## config.mk

```make
export PLATFORM = sky130hd
export DESIGN_NAME = mips_run_monitor
export DESIGN_NICKNAME = d
export VERILOG_FILES = /design/src/rtl/mips_mon_pkg.sv /design/src/rtl/mon_sat_counter.sv /design/src/rtl/mips_run_monitor.sv
export SDC_FILE = /design/constraint.sdc
export NUM_CORES = 1
export LEC_CHECK = 0
export CAP_MARGIN = 20
export CORE_MARGIN = 3
export CORE_UTILIZATION = 35
export CTS_CLUSTER_SIZE = 25
export DETAILED_ROUTE_END_ITERATION = 12
export PLACE_DENSITY_LB_ADDON = 0.1
export SYNTH_ARGS = -nofsm -noshare
export SYNTH_HDL_FRONTEND = slang
export SYNTH_HIERARCHICAL = 1
export SYNTH_SLANG_ARGS = --single-unit
```

## constraint.sdc

```tcl
create_clock -name clk -period 4.3 [get_ports clk]
set_input_delay 0.645 -clock clk [delete_from_list [all_inputs] [get_ports clk]]
set_output_delay 0.645 -clock clk [all_outputs]
set_load 0.1 [all_outputs]
```

## src/rtl/mips_mon_pkg.sv

```systemverilog
// Shared types for the MIPS run monitor: controller states and a constant-safe clog2.
// Consumed by mips_run_monitor; no logic of its own.
package mips_mon_pkg;

   typedef enum logic [1:0] {
      IDLE = 2'd0,
      RUN  = 2'd1,
      PASS = 2'd2,
      FAIL = 2'd3
   } mon_state_e;

   function automatic int clog2(input int n);
      int r;
      r = 0;
      while ((1 << r) < n) r = r + 1;
      return r;
   endfunction

endpackage

```

## src/rtl/mon_sat_counter.sv

```systemverilog
// Saturating up-counter with synchronous clear; clear wins over increment.
// One-cycle update, holds at all-ones instead of wrapping; never stalls.
module mon_sat_counter #(
   parameter int CNTW = 16
) (
   input  logic            clk,
   input  logic            rst_n,
   input  logic            clr,
   input  logic            inc,
   output logic [CNTW-1:0] q
);

   localparam logic [CNTW-1:0] ONE = CNTW'(1);

   logic [CNTW-1:0] cnt_d;
   logic [CNTW-1:0] cnt_q;

   always_comb begin
      cnt_d = cnt_q;
      if (clr) begin
         cnt_d = '0;
      end else if (inc && (cnt_q != '1)) begin
         cnt_d = cnt_q + ONE;
      end
   end

   always_ff @(posedge clk or negedge rst_n) begin
      if (!rst_n) cnt_q <= '0;
      else        cnt_q <= cnt_d;
   end

   assign q = cnt_q;

endmodule

```

## src/rtl/mips_run_monitor.sv

```systemverilog
// Round-robin register-file checker with timeout plus a non-zero push counter for the MIPS top.
// Verdict lands NCHK edges after the start edge at best, TIMEOUT at worst; no backpressure.
module mips_run_monitor
   import mips_mon_pkg::*;
#(
   parameter int DW      = 32,
   parameter int SELW    = 5,
   parameter int NCHK    = 4,
   parameter int TIMEOUT = 1000,
   parameter int CNTW    = 16
) (
   input  logic                 clk,
   input  logic                 reset,
   input  logic                 start,
   input  logic [NCHK*SELW-1:0] exp_sel,
   input  logic [NCHK*DW-1:0]   exp_val,
   input  logic                 memwrite,
   input  logic [DW-1:0]        writedata,
   output logic [SELW-1:0]      dispSel,
   input  logic [DW-1:0]        dispDat,
   output logic                 busy,
   output logic                 done,
   output logic                 pass,
   output logic [NCHK-1:0]      fail_mask,
   output logic [CNTW-1:0]      push_cnt,
   output logic [DW-1:0]        last_push
);

   localparam int PW  = (NCHK > 1) ? clog2(NCHK) : 1;
   // Cycle counter is widened when needed so TIMEOUT-1 is always reachable.
   localparam int CYW = (clog2(TIMEOUT) > CNTW) ? clog2(TIMEOUT) : CNTW;
   localparam logic [CYW-1:0] CYC_LAST = CYW'(TIMEOUT - 1);
   localparam logic [PW-1:0]  PTR_LAST = PW'(NCHK - 1);
   localparam logic [PW-1:0]  PTR_ONE  = PW'(1);

   mon_state_e      state_d, state_q;
   logic [PW-1:0]   ptr_d, ptr_q;
   logic [NCHK-1:0] match_d, match_q;
   logic [NCHK-1:0] fail_mask_d, fail_mask_q;
   logic [DW-1:0]   last_push_d, last_push_q;

   logic [SELW-1:0] sel_cur;
   logic [DW-1:0]   val_cur;
   logic [NCHK-1:0] match_upd;
   logic            hit;
   logic            run_clr;
   logic            cyc_inc;
   logic            push_inc;
   logic [CYW-1:0]  cyc_cnt;

   always_comb begin
      sel_cur = exp_sel[SELW-1:0];
      val_cur = exp_val[DW-1:0];
      for (int i = 0; i < NCHK; i++) begin
         if (ptr_q == PW'(i)) begin
            sel_cur = exp_sel[i*SELW +: SELW];
            val_cur = exp_val[i*DW +: DW];
         end
      end
   end

   assign hit = (dispDat == val_cur);

   // Current channel's bit is overwritten, so a later mismatch retracts an earlier match.
   always_comb begin
      match_upd = match_q;
      for (int i = 0; i < NCHK; i++) begin
         if (ptr_q == PW'(i)) match_upd[i] = hit;
      end
   end

   always_comb begin
      state_d     = state_q;
      ptr_d       = ptr_q;
      match_d     = match_q;
      fail_mask_d = fail_mask_q;
      last_push_d = last_push_q;
      run_clr     = 1'b0;
      cyc_inc     = 1'b0;
      push_inc    = 1'b0;
      case (state_q)
         RUN: begin
            match_d = match_upd;
            ptr_d   = (ptr_q == PTR_LAST) ? '0 : ptr_q + PTR_ONE;
            cyc_inc = 1'b1;
            if (memwrite && (writedata != '0)) begin
               push_inc    = 1'b1;
               last_push_d = writedata;
            end
            if (&match_upd) begin
               state_d = PASS;
            end else if (cyc_cnt == CYC_LAST) begin
               state_d     = FAIL;
               fail_mask_d = ~match_upd;
            end
         end
         default: begin
            if (start) begin
               state_d     = RUN;
               ptr_d       = '0;
               match_d     = '0;
               fail_mask_d = '0;
               last_push_d = '0;
               run_clr     = 1'b1;
            end
         end
      endcase
   end

   always_ff @(posedge clk or negedge reset) begin
      if (!reset) begin
         state_q     <= IDLE;
         ptr_q       <= '0;
         match_q     <= '0;
         fail_mask_q <= '0;
         last_push_q <= '0;
      end else begin
         state_q     <= state_d;
         ptr_q       <= ptr_d;
         match_q     <= match_d;
         fail_mask_q <= fail_mask_d;
         last_push_q <= last_push_d;
      end
   end

   mon_sat_counter #(.CNTW(CYW)) u_cyc_cnt (
      .clk   (clk),
      .rst_n (reset),
      .clr   (run_clr),
      .inc   (cyc_inc),
      .q     (cyc_cnt)
   );

   mon_sat_counter #(.CNTW(CNTW)) u_push_cnt (
      .clk   (clk),
      .rst_n (reset),
      .clr   (run_clr),
      .inc   (push_inc),
      .q     (push_cnt)
   );

   // Forced to 0 while reset is held so the display port idles at register 0.
   assign dispSel   = !reset            ? '0
                    : (state_q == RUN)  ? sel_cur
                    :                     exp_sel[SELW-1:0];
   assign busy      = (state_q == RUN);
   assign done      = (state_q == PASS) || (state_q == FAIL);
   assign pass      = (state_q == PASS);
   assign fail_mask = fail_mask_q;
   assign last_push = last_push_q;

endmodule

```

* After elaboration in Yosys (flattened, before gate mapping)
Index checks and enable logic that the tools add are counted.
Word-level totals: register bits after elaboration 76, output and inout port bits 60, logic and storage cells 74
Cells by class: reduce and logical (&&, ||, !) cells 13, eq/ne operators 14, add/sub/neg operators 3, bitwise gates (word level) 1, multiplexer cells 36
Operators with widths (number):
- $mux W32 | 6
- $mux W16 | 4
- $add A16 B1 Y16 const B | 2
- $eq A32 B32 Y1 | 1
- $ne A16 B16 Y1 const B | 2
- $reduce_bool A32 Y1 | 1
- $mux W5 | 5
- $mux W4 | 5
- $eq A16 B10 Y1 const B | 1
- $mux W2 | 7
- $mux W1 | 9
- $eq A2 B2 Y1 const B | 4
- $reduce_bool A2 Y1 | 3
- $eq A2 B1 Y1 const B | 2
- $ne A2 B1 Y1 const B | 2
- $not A4 Y4 | 1
- $reduce_and A2 Y1 | 2
- $reduce_and A4 Y1 | 1
- $logic_and A1 B1 Y1 | 3
- $ne A3 B1 Y1 const B | 1
- $reduce_and A3 Y1 | 1
- $add A2 B1 Y2 const B | 1
- $logic_not A2 Y1 | 1
- $ne A2 B2 Y1 const B | 1
- $logic_or A1 B1 Y1 | 1

* Depth between registers and ports, before layout
depth in word-level cells 10, mapped depth 12, gate-level depth less buffers 10

* Cells and area by module
The synthesis kept the hierarchy.
By module, submodules not included:
- mips_run_monitor | instances 1, area each 3915.0 µm², seq. area each 1101.1 µm², cells each 469
- mon_sat_counter | instances 2, area each 942.2 µm², seq. area each 400.4 µm², cells each 98

* Worst setup path after synthesis
No wires, ideal clock.
path type reg-to-output, start point register state_q[1], end point output dispSel[0], path slack 0.696 ns, data required time 3.655 ns, cell stages (with the launch flop) 7, arrival 2.959 ns, cells stage by stage dfrtp_1 -> nand2b_1 -> clkbuf_1 -> inv_1 -> clkbuf_1 -> buf_1 -> o211a_1
Between the ends: cells in the longest elaborated chain, start to end 3
Ends and longest elaborated chain:
- start, declared | RTL line mips_run_monitor.sv:36 | mon_state_e state_d, state_q;
- start signal, assigned | RTL line mips_run_monitor.sv:118 | state_q <= state_d;
- $eq A2 B1 Y1
- named net busy | RTL line mips_run_monitor.sv:21 | output logic busy,
- $mux W5 | RTL line mips_run_monitor.sv:144 | : (state_q == RUN) ? sel_cur
- $mux W5 | RTL line mips_run_monitor.sv:143 | assign dispSel = !reset ? '0
- end, declared | RTL line mips_run_monitor.sv:19 | output logic [SELW-1:0] dispSel,
The timed path passes the listed nets, and every way through them passes these cells.

* Final worst setup path
start point register ptr_q[0], end point register match_q[2]
Between the ends: cells in the longest elaborated chain, start to end 7, elaborated cells between the ends (all ways) 9, classes of those cells eq/ne (4); mux (5)
Ends and longest elaborated chain:
- start, declared | RTL line mips_run_monitor.sv:37 | logic [PW-1:0] ptr_d, ptr_q;
- start signal, assigned | RTL line mips_run_monitor.sv:119 | ptr_q <= ptr_d;
- $eq A2 B1 Y1 | RTL line mips_run_monitor.sv:55 | if (ptr_q == PW'(i)) begin
- $mux W32 (3 in series) | RTL line mips_run_monitor.sv:55
- $eq A32 B32 Y1 | RTL line mips_run_monitor.sv:62 | assign hit = (dispDat == val_cur);
- $mux W1 * | RTL line mips_run_monitor.sv:68 | if (ptr_q == PW'(i)) match_upd[i] = hit;
- $mux W4 * | RTL line mips_run_monitor.sv:81 | case (state_q)
- end signal, assigned | RTL line mips_run_monitor.sv:120 | match_q <= match_d;
- end, declared | RTL line mips_run_monitor.sv:38 | logic [NCHK-1:0] match_d, match_q;
Every way passes the cells marked *; elsewhere a longest branch is shown, timed or not. A chain may end at the register's enable or synchronous reset.

==> metrics.csv <==
stage,metric,value,unit
outcome,status,finished clean,
critical_path,criticalPathCategory,reg2reg,
critical_path,cp.required,4.56,ns
floorplanning,initial_core_util,36.12,%
sta,worst_slack,0.9249,ns
critical_path,critical_path.max_fanout,16,
floorplanning,rows,46,
logic_synthesis,xor_xnor_portion_of_the_synthesized_cell_area,13.89,%
logic_synthesis,synth.mux.area_fraction,8.630,%
critical_path,crit_path_end_kind,flop,
logic_synthesis,ys_dominant_reg_cell,sky130_fd_sc_hd__dfrtp_1,
critical_path,worstPathArrival,3.63,ns
route,vias,6081,
worst_hold_path,min_path_cells,1,
logic_synthesis,combinational_family_with_the_most_area_after_synthesis,simple AND/OR/NAND/NOR gates,
route,drt_first_iter_violations,360,
logic_synthesis,synth.yosys.seq_area_share,32.79,%
route,ant_nets,0,
sta,worst_clock_skew,0.006926,ns
placement,buffers_on_ports,275,
logic_synthesis,synth.ff_latch_count,76,
clock_network,cts_inserted_buffers,9,
critical_path,worstReg2RegEnd,match_q[2],
sta,fin_setup_tns,0,ns
global_route,pin_count_of_the_biggest_net_entering_global_routing,77,
floorplanning,floorplan.die.width,134.7,um
power,power.leakage,0.003549,uW
logic_synthesis,syn-num-nets,887,
logic_synthesis,synth-edff-count,0,
sta,slew-limit-headroom,31.23,%
sta,rsz0062_at_grt,no,
final_layout,syn2layout_area_growth,55.97,%
worst_hold_path,hold_start,last_push[24],
power,p_switching,3256,uW
logic_synthesis,synth.top_cell.area_share,32.79,%
placement,pre_cts_ws,0.9243,ns
sta,setup_viol_count_final,0,
logic_synthesis,syn_inst,665,
sta,period_minus_slack,3.375,ns
sta,period_share,78.49,%
logic_synthesis,synthDistinctLibCells,45,
final_layout,final_net_count,1147,
global_route,grt_pass1_wl,33.83,mm
floorplanning,overall_die_area,18150,um^2
route,route.final.wire_length,21.82,mm
route,avgViaCountPerCell,5.302,
power,combPwrFrac,66.4,%
sta,timing_worst_slew_pin_value,1.028,ns
floorplanning,core_region_area,16060,um^2
placement,dp_hpwl,16.88,mm
placement,gp_congestion,0.8460,
logic_synthesis,synth.yosys.warnings,6,
power,swShare,54.92,%
critical_path,ff2ff_setup_slack,0.92,ns
route,route.detailed.wl_per_inst,19.02,um
clock_network,tritoncts_num_sinks,76,
clock_network,cts.hold.buffers_added,0,
logic_synthesis,synth_fa_ha_area_share,1.294,%
clock_network,cts_root_buffer,sky130_fd_sc_hd__clkbuf_16,
floorplanning,vert_die_dim,134.7,um
sta,achievable-frequency,296.3,MHz
clock_network,post_cts.repair.setup_buffers,0,
logic_synthesis,synth-async-reset-ratio,100.0,%
power,seq_power_share,20.1,%
global_route,grt_pass1_vias,6197,
critical_path,worst_r2r_path_depth,11,
clock_network,clk_transition_reported_paths,0.05,ns
route,remaining_routing_drc_violations,0,
final_layout,fill_cells,1405,
flow_run,timing.max_cap.violations,0,
logic_synthesis,post_synth_most_frequent_cells,"sky130_fd_sc_hd__xnor2_1, sky130_fd_sc_hd__nand2_1, sky130_fd_sc_hd__dfrtp_1, sky130_fd_sc_hd__a22oi_1, sky130_fd_sc_hd__mux2i_1",
logic_synthesis,ranking_of_synthesized_cells_by_area,"sky130_fd_sc_hd__dfrtp_1, sky130_fd_sc_hd__xnor2_1, sky130_fd_sc_hd__mux2i_1, sky130_fd_sc_hd__a22oi_1, sky130_fd_sc_hd__nand2_1",
critical_path,reg2reg_from,ptr_q[0],
power,vdd_ir_drop_max,0.5483,mV
final_layout,layout-drive-gt1-share,6.237,%
logic_synthesis,syn_area,5799,um^2
logic_synthesis,synthDominantAreaCellType,sky130_fd_sc_hd__dfrtp_1,
power,clkPwrFrac,13.5,%
global_route,grt_overflow,0,
power,intPower,2672,uW
logic_synthesis,post_synth_and_or_nand_nor_area_fraction,22.68,%
logic_synthesis,avgSynthCellArea,8.721,um^2
sta,finalHoldViolations,0,
route,dr.pass1.iters,5,
logic_synthesis,synth_area_in_compound_gates,16.27,%
logic_synthesis,synth_most_common_cell,sky130_fd_sc_hd__xnor2_1,
power,power_density,655.4,nW/um^2
critical_path,worst_setup_path_start_kind,flop,
worst_hold_path,hp-class,reg2reg,
clock_network,clk-insertion-delay-late,0.34,ns
sta,timing.final.max_slew_violations,0,
clock_network,h-tree-depth,3,
global_route,gr-usage-all-layers,23.26,%
clock_network,tritoncts,done,
floorplanning,io_pins,276,
global_route,antenna_violations_before_repair,2,
worst_hold_path,hold_end,last_push[24],
clock_network,clockBufferDepth,2,
clock_network,cts.repair.resized,0,
worst max-delay path by stage:
| stage | from | endpoint | cells past startpoint |
|---|---|---|---|
| detailed placement | ptr_q[0] | match_q[3] | 11 |
| finish | ptr_q[0] | match_q[2] | 11 |
| CTS | ptr_q[0] | match_q[2] | 11 |
| floorplan | state_q[1] | dispSel[0] | 6 |
| global placement | ptr_q[0] | match_q[2] | 11 |
| global route | ptr_q[0] | match_q[2] | 11 |
layer usage:
| layer | global-route usage [%] | part of all wire, % | vias to the layer above | routed length [um] |
|---|---|---|---|---|
| met4 | 5.769 | 2.1 | 2 | 457 |
| li1 | - | - | 2960 | - |
| met5 | 0 | 0.060 | - | 13 |
| met3 | 6.222 | 6.7 | 28 | 1451 |
| met2 | 41.83 | 51 | 195 | 11100 |
| met1 | 27.54 | 40 | 2896 | 8792 |
state kept, by name (all words and copies together), names as in the netlist:
register and count:
fail_mask 4, last_push 32, match_q 4, ptr_q 2
state_q 2, u_cyc_cnt/q 16, u_push_cnt/q 16
power groups by stage:
stage                     combinational, uW  sequential, uW  clock (uW)
after detailed placement               3940            1200           0
after CTS                              3950            1190         826
after global routing                   4170            1230         855
final                                  3940            1190         802
after global placement                 3890            1190           0
after floorplan                        1700            2370           0
layout by cell type, fill, tap and decap left out, types with 17 or more instances in the layout:
cell,count
sky130_fd_sc_hd__o31ai_1,17
sky130_fd_sc_hd__xnor2_1,92
sky130_fd_sc_hd__nand2_1,87
sky130_fd_sc_hd__nor4_1,25
sky130_fd_sc_hd__mux2i_1,41
sky130_fd_sc_hd__inv_1,20
sky130_fd_sc_hd__clkdlybuf4s50_1,268
sky130_fd_sc_hd__nand3_1,39
sky130_fd_sc_hd__buf_4,19
sky130_fd_sc_hd__dfrtp_1,76
sky130_fd_sc_hd__nand4_1,19
sky130_fd_sc_hd__a22oi_1,45
sky130_fd_sc_hd__a21oi_1,31
sky130_fd_sc_hd__nor2_1,22
cell type report:
cell class	instances	area, um^2	share of cell area, %
timing repair buffer	287	2825	31.24
multi-input combinational	531	3647	40.32
clock buffer	13	280.3	3.099
tap	216	270.3	2.988
sequential	76	1902	21.03
antenna	1	2.502	0.02767
inverter	20	75.07	0.8300
clock inverter	3	42.54	0.4703
critical path, stage by stage (launching register included):
cell and delay [ns]:
sky130_fd_sc_hd__dfrtp_1 0.43, sky130_fd_sc_hd__inv_1 0.10, sky130_fd_sc_hd__ha_1 0.16, sky130_fd_sc_hd__nor2b_2 0.60, sky130_fd_sc_hd__buf_4 0.34, sky130_fd_sc_hd__a22oi_1 0.12
sky130_fd_sc_hd__nor4_1 0.48, sky130_fd_sc_hd__a21oi_1 0.13, sky130_fd_sc_hd__nor3_1 0.32, sky130_fd_sc_hd__nand3_1 0.22, sky130_fd_sc_hd__o21ai_1 0.21, sky130_fd_sc_hd__a21boi_1 0.17
logic make-up (layout without fill, tap and decap cells):
group / count (synthesis) / count (layout)
adders and majority gates: 6 / 6
buffers and inverters: 58 / 323
DFF: 76 / 76
muxes: 49 / 49
xor gates and xnor gates: 92 / 92
other: 0 / 1
and+or+nand+nor: 247 / 247
AOI/OAI and AO/OA: 137 / 137
per-stage QoR:
step	utilization, %	power, uW	hold slack [ns]	instances	instance area (um^2)
after CTS	56.31	5969	0.4923	1146	9042
final	56.33	5928	0.4892	1147	9045
after floorplan	-	4071	0.3494	665	5799
after global placement	54.30	5072	0.4782	1130	8720
after detailed placement	54.30	5139	0.4801	1130	8720
after global routing	56.33	6251	0.5125	1147	9045
Power figures use the tool's default switching activity.
